`src/rtl/quad_esc_pwm.sv`:
```
// quad_esc_pwm: four-channel ESC PWM generator for a quadcopter.
// Motor speeds are pipelined through two stages (capture, scale to a pulse
// width), clamped and shadowed at every frame boundary, so a pulse width can
// only change between frames. All four channels share one frame counter, so
// their rising edges line up.
// Optional build macro ESC_FAILSAFE_EN: if too many frames pass without an
// upd strobe, boundary loads fall back to MIN_PULSE on every motor.
module quad_esc_pwm #(
    parameter int unsigned PERIOD          = 125000,
    parameter int unsigned MIN_PULSE       = 50000,
    parameter int unsigned SCALE           = 24,
    parameter int unsigned MAX_PULSE       = 100000,
    parameter int unsigned FAILSAFE_FRAMES = 4
) (
    input  logic        clk,
    input  logic        rst,
    input  logic [10:0] frnt_spd,
    input  logic [10:0] bck_spd,
    input  logic [10:0] lft_spd,
    input  logic [10:0] rght_spd,
    input  logic        arm,
    input  logic        upd,
    output logic        frnt_pwm,
    output logic        bck_pwm,
    output logic        lft_pwm,
    output logic        rght_pwm,
    output logic        frame_start
);

    // Width of the scaled pulse (never overflows) and of the frame counter.
    localparam int unsigned WW = $clog2(MIN_PULSE + 2047 * SCALE + 1);
    localparam int unsigned CW = $clog2(PERIOD);

    localparam logic [CW-1:0] LAST     = CW'(PERIOD - 1);
    localparam logic [WW-1:0] MIN_W    = WW'(MIN_PULSE);
    localparam logic [WW-1:0] SCALE_W  = WW'(SCALE);
    localparam logic [CW-1:0] MIN_HOLD = CW'(MIN_PULSE);

    // Clamp a scaled width to MAX_PULSE; the result always fits the counter
    // width because MAX_PULSE is below PERIOD.
    function automatic logic [CW-1:0] sat_width(input logic [WW-1:0] w);
        if (32'(w) > MAX_PULSE)
            return CW'(MAX_PULSE);
        return CW'(w);
    endfunction

    logic [10:0]   spd        [4];
    logic [10:0]   speed_p1   [4];
    logic [WW-1:0] width_p2   [4];
    logic [CW-1:0] width_hold [4];
    logic [3:0]    pwm;
    logic          armed_hold;
    logic [CW-1:0] cnt;
    logic          boundary;
    logic          fs_active;

    assign spd      = '{frnt_spd, bck_spd, lft_spd, rght_spd};
    assign boundary = (cnt == LAST);

    // Stage 1 captures raw speeds; stage 2 converts them to pulse widths.
    always_ff @(posedge clk or posedge rst) begin
        if (rst) begin
            for (int i = 0; i < 4; i++) begin
                speed_p1[i] <= '0;
                width_p2[i] <= '0;
            end
        end else begin
            for (int i = 0; i < 4; i++) begin
                speed_p1[i] <= spd[i];
                width_p2[i] <= MIN_W + WW'(speed_p1[i]) * SCALE_W;
            end
        end
    end

    // Shared frame counter; frame_start marks the cnt==0 cycle.
    always_ff @(posedge clk or posedge rst) begin
        if (rst) begin
            cnt         <= '0;
            frame_start <= 1'b0;
        end else begin
            cnt         <= boundary ? '0 : cnt + CW'(1);
            frame_start <= boundary;
        end
    end

    // Shadow widths and arm at the boundary so a frame's pulse never changes.
    always_ff @(posedge clk or posedge rst) begin
        if (rst) begin
            armed_hold <= 1'b0;
            for (int i = 0; i < 4; i++)
                width_hold[i] <= '0;
        end else if (boundary) begin
            armed_hold <= arm;
            for (int i = 0; i < 4; i++)
                width_hold[i] <= fs_active ? MIN_HOLD : sat_width(width_p2[i]);
        end
    end

    // Pulse is high for cnt in 1..width_hold (compare uses pre-edge cnt).
    always_ff @(posedge clk or posedge rst) begin
        if (rst) begin
            pwm <= '0;
        end else begin
            for (int i = 0; i < 4; i++)
                pwm[i] <= armed_hold && (cnt < width_hold[i]);
        end
    end

    assign frnt_pwm = pwm[0];
    assign bck_pwm  = pwm[1];
    assign lft_pwm  = pwm[2];
    assign rght_pwm = pwm[3];

`ifdef ESC_FAILSAFE_EN
    localparam int unsigned   MW       = $clog2(FAILSAFE_FRAMES + 1);
    localparam logic [MW-1:0] MISS_MAX = MW'(FAILSAFE_FRAMES);

    logic [MW-1:0] miss;
    logic          seen;

    // Count frames closed without an upd; an upd on the boundary edge
    // belongs to the frame being closed, so the new frame starts unseen.
    always_ff @(posedge clk or posedge rst) begin
        if (rst) begin
            miss <= '0;
            seen <= 1'b0;
        end else if (upd) begin
            miss <= '0;
            seen <= !boundary;
        end else if (boundary) begin
            if (!seen && miss != MISS_MAX)
                miss <= miss + MW'(1);
            seen <= 1'b0;
        end
    end

    assign fs_active = (miss == MISS_MAX);
`else
    logic unused_upd;

    assign unused_upd = upd;
    assign fs_active  = 1'b0;
`endif

endmodule

```
`config.mk`:
```
export PLATFORM = sky130hd
export DESIGN_NAME = quad_esc_pwm
export DESIGN_NICKNAME = d
export VERILOG_FILES = /design/src/rtl/quad_esc_pwm.sv
export SDC_FILE = /design/constraint.sdc
export NUM_CORES = 1
export LEC_CHECK = 0
export BUFFER_PORTS_ARGS = -buffer_cell sky130_fd_sc_hd__buf_2
export CAP_MARGIN = 30
export CORE_UTILIZATION = 35
export DETAILED_ROUTE_END_ITERATION = 12
export GPL_TIMING_DRIVEN = 1
export PLACE_DENSITY = 0.6
export SLEW_MARGIN = 20
export SYNTH_ARGS = -nofsm -noshare
export SYNTH_HDL_FRONTEND = slang
export SYNTH_SLANG_ARGS = --single-unit
```
`constraint.sdc`:
```
create_clock -name clk -period 6.33 [get_ports clk]
set_input_delay 1.899 -clock clk [delete_from_list [all_inputs] [get_ports clk]]
set_output_delay 1.899 -clock clk [all_outputs]
set_load 0.03 [all_outputs]
```
Word level (Yosys, flattened, before mapping)

Index checks and enable logic that the tools add are counted.

Reductions and logical operators: 4
Add/subtract/negate cells: 5
$mul: 4
Magnitude comparators: 8
Multiplexer cells: 17
Equality and inequality tests: 1

Operators with widths:

| operator                                                             | count |
|---|---|
| 17-bit two-way mux                                                   | 9 |
| 16-bit by 16-bit adder with 17-bit output, first input constant      | 4 |
| 17-bit > comparator, second input constant                           | 4 |
| 17-bit less-than comparator                                          | 4 |
| 11-bit by 2-bit multiplier with 13-bit output, second input constant | 4 |
| 17-bit by 1-bit adder with 17-bit output, second input constant      | 1 |
| 17-bit equality test, second input constant                          | 1 |
| 1-bit two-way mux                                                    | 8 |
| 1-bit logical AND                                                    | 4 |

Word-level logic and storage cells: 55
Flip-flop bits (word level): 203
Input port bits: 48
Output and inout port bits: 5

Logic depth before layout (Yosys ltp)

Word-level depth: 4
Gate-level depth with buffers: 9
Mapped depth without buffers: 9

Worst setup path before layout

No wires, ideal clock.

Path type: register -> register
Start: register speed_p1[23] (netlist name)
End: register width_p2[49] (netlist name)
Data required time: 6.195 ns
Arrival time: 2.498 ns
Stages on the path, launching flop included: 10
Slack: 3.697 ns
Clock period less this slack: 2.633 ns
Library setup time: 0.135 ns
Buffers on the path: 0
Cell sequence: dfrtp_1 ha_1 fa_1 a211oi_1 nor2_1 xor2_1 or2_2 o21ai_0 o31ai_1 xor2_1

Word-level cells in the longest chain between the ends: 2

Ends and longest elaborated chain:

| what                                          | line | source |
|---|---|---|
| start, declared                               | 48   | `logic [10:0] speed_p1 [4];` |
| start signal, assigned by index               | 69   | `speed_p1[i] <= spd[i];` |
| 11-bit by 2-bit multiplier with 13-bit output | 70   | `width_p2[i] <= MIN_W + WW'(speed_p1[i]) * SCALE_W;` |
| 16-bit by 16-bit adder with 17-bit output     | 70   |  |
| end signal, assigned by index                 | 70   |  |
| end, declared                                 | 49   | `logic [WW-1:0] width_p2 [4];` |

Every way passes these cells.
A chain may end at the register's enable or synchronous reset.

Worst setup path after layout

Same ends and word-level chain as after synthesis.

==> results_dict.tcl <==
set metrics [dict create \
    grt_pass1_vias 6792 \
    holdBufCountCts 0 \
    drv_slew 0 \
    place_area_mm2 0.0106 \
    r2r_end "width_p2[49]$_DFF_PP0_" \
    p_int_uw 2020 \
    clock-skew-final_ns 0.0105 \
    fin_crit_ns 2.93 \
    path_max_fanout 4 \
    worstSkewPairLatency_ns 0.43 \
    powerDensity_mw_per_mm2 255 \
    required_ns 6.63 \
    grt_usage_pct 13.4 \
    wl_met2_um 8560 \
    gp_congestion 0.797 \
    wl_met1_um 8800 \
    netSwitchingFraction_pct 29.2 \
    worstPathArrival_ns 3.23 \
    p_comb_share_pct 17.1 \
    crit_chain "ha_1 -> fa_1 -> a211oi_1 -> nor2_1 -> xor2_1 -> or2_2 -> o21ai_0 -> o31ai_1 -> xor2_1" \
    finalCritPeriodShare_pct 46.3 \
    avgViaCountPerCell 4.90 \
    cp-start-kind "register" \
    io_buffers 51 \
    async_reset_ff_share_pct 100 \
    cts_max_path_buffers 2 \
    hold_depth 0 \
    cts_num_sinks 179 \
    dp_cells 1373 \
    path_common_cell "xor2_1" \
    min_to "width_p2[3]$_DFF_PP0_" \
    clk_transition_reported_paths_ns 0.07 \
    finalHoldViolations 0 \
    hold_start "speed_p1[0]$_DFF_PP0_" \
    htree_levels 4 \
    slowest_stage "a211oi_1" \
    die-area_mm2 0.0290 \
    cts_root_buf "clkbuf_16" \
    ys_ff_latch 179 \
    wl_um 18000 \
    avgSynthCellArea_um2 10.4 \
    setup_violations 0 \
    worst_slew_pin_slew_ns 1.00 \
    first_iter_violations 268 \
    ys_warn_count 0 \
    end_kind "register" \
    top_layer_used "met4" \
    fin_cells 1405 \
    synth_edf_count 0 \
    wl_met3_um 389 \
    tns_ns 0 \
    drive_gt1_share_pct 11.1 \
    final_cell_mix "179 x dfrtp_1, 105 x ha_1, 76 x inv_1" \
    dieHeight_um 170 \
    grt_max_degree 180 \
    rows 61 \
    leakage_uw 0.00508 \
    synth_cells 954 \
    relSlewSlack_pct 33.3 \
    area_delta_synth_final_pct 13.1 \
    max_stage_delay_ns 0.44 \
    num_vias 6881 \
    syn_area_mm2 0.00991 \
    synth.distinct_cells 70 \
    numCtsBuffers 17 \
    fin_nets 1171 \
    wl_per_cell_um 12.8 \
    ant_nets 0 \
    synth-main-ff-cell "dfrtp_1" \
    status "complete, no violations" \
    dp_hpwl_um 12700 \
    syn_nets 1111 \
    reg2reg_setup_slack_ns 3.40 \
    antenna_cells 0 \
    cts_tree "yes" \
    postCtsSetupBuffers 0 \
    hold_slack_ns 0.390 \
    fmax_mhz 341 \
    grt_first_pass_wirelength_um 31500 \
    drcViolationCount 0 \
    antenna_found_initial 0 \
    vdd_drop_max_uv 174 \
    p_total_uw 2850 \
    yosysSeqAreaShare_pct 45.2 \
    final_common_cell "dfrtp_1" \
    path_class "register to register" \
    worstPathBufferInverterCount 0 \
    die_w_um 170 \
    crit_family "compound AO/OA/AOI/OAI gates" \
    switching_power_uw 832 \
    pin_count 53 \
    clkPwrFrac_pct 36.0 \
    p_seq_share_pct 46.9 \
    design_area_mm2 0.0112 \
    dr.pass1.iters 4 \
    start_util_pct 35.7 \
    drv_cap 0 \
    cts-resized-gates 0 \
    rsz0062_at_grt "no" \
    core_mm2 0.0278 \
    reg2reg_depth 9 \
    hold_class "register to register" \
    overflow 0 \
    r2r-start "speed_p1[23]$_DFF_PP0_" \
]
worst max path at each step:
stage	cells past startpoint	slack (ns)	from	end
final	9	3.40	speed_p1[23]$_DFF_PP0_	width_p2[49]$_DFF_PP0_
after global routing	9	3.15	speed_p1[23]$_DFF_PP0_	width_p2[49]$_DFF_PP0_
after CTS	9	3.38	speed_p1[23]$_DFF_PP0_	width_p2[49]$_DFF_PP0_
after detailed placement	3	3.41	rst	speed_p1[30]$_DFF_PP0_
after global placement	3	3.41	rst	speed_p1[30]$_DFF_PP0_
after floorplan	1	2.14	rst	armed_hold$_DFFE_PP0P_
layout make-up:
class | count | area [um^2]
fillers | 2806 | 16600
inverters | 77 | 293
well taps | 378 | 473
multi-input cells | 684 | 5090
clock inverters | 14 | 134
clock buffers | 18 | 439
flip-flops and latches | 179 | 4480
repair buffers | 55 | 298
registers in the layout, summed over array words and instances (netlist names):
signal / flops
width_p2: 56
speed_p1: 44
pwm: 4
cnt: 17
width_hold: 56
armed_hold: 1
frame_start: 1
power by group through the flow:
stage          registers (uW)  clock network [uW]  logic, uW
2_1_floorplan            1340                   0        403
3_3_place_gp             1360                   0        487
3_5_place_dp             1360                   0        493
4_1_cts                  1340                1060        497
5_1_grt                  1350                1100        557
6_report                 1340                1030        489
through the flow:
stage / utilization [%] / setup slack, ns
after floorplan: - / 2.14
after global placement: 38.3 / 3.41
after detailed placement: 38.3 / 3.41
after CTS: 40.3 / 3.38
after global routing: 40.3 / 3.15
final: 40.3 / 3.40
synth_stat cells (all sizes together), types with 6 or more instances:
master,n,area (um^2)
dfrtp,179,4480
ha,105,1310
inv,77,289
nor2,68,255
o21ai,61,309
a21oi,53,269
nand2,46,173
xnor2,41,359
xor2,36,315
a21o,33,248
nand3,26,130
nand2b,21,131
nor3,17,85.1
a22o,16,140
a211oi,11,103
nand4,10,62.6
o21a,10,75.1
a31oi,9,71.3
nand3b,8,60.1
nor2b,8,50.1
and3,7,45.1
buf,7,33.8
clkbuf,7,26.3
nor4,7,50.1
or2,7,43.8
o21bai,6,45.0
o311ai,6,60.1
or4,6,45.0
worst reg2reg max path, stage by stage (launching register included):
cell and delay (ns):
dfrtp_1 0.42, ha_1 0.24, fa_1 0.41, a211oi_1 0.44, nor2_1 0.11, xor2_1 0.20, or2_2 0.33, o21ai_0 0.36
o31ai_1 0.14, xor2_1 0.16
routing by layer:
metal	up-vias	global-route usage, %
met3	18	2.44
li1	3533	-
met5	-	0
met2	62	22.8
met4	0	4.58
met1	3268	17.1
kinds of logic after synthesis:
group / count (synthesis) / synth area share [%]
compound gates: 247 / 17.3
xor+xnor: 77 / 6.81
fa+ha+maj: 109 / 14.1
buf+inv: 91 / 3.52
flops: 179 / 45.2
simple gates: 251 / 13.1
Power figures use the tool's default switching activity.
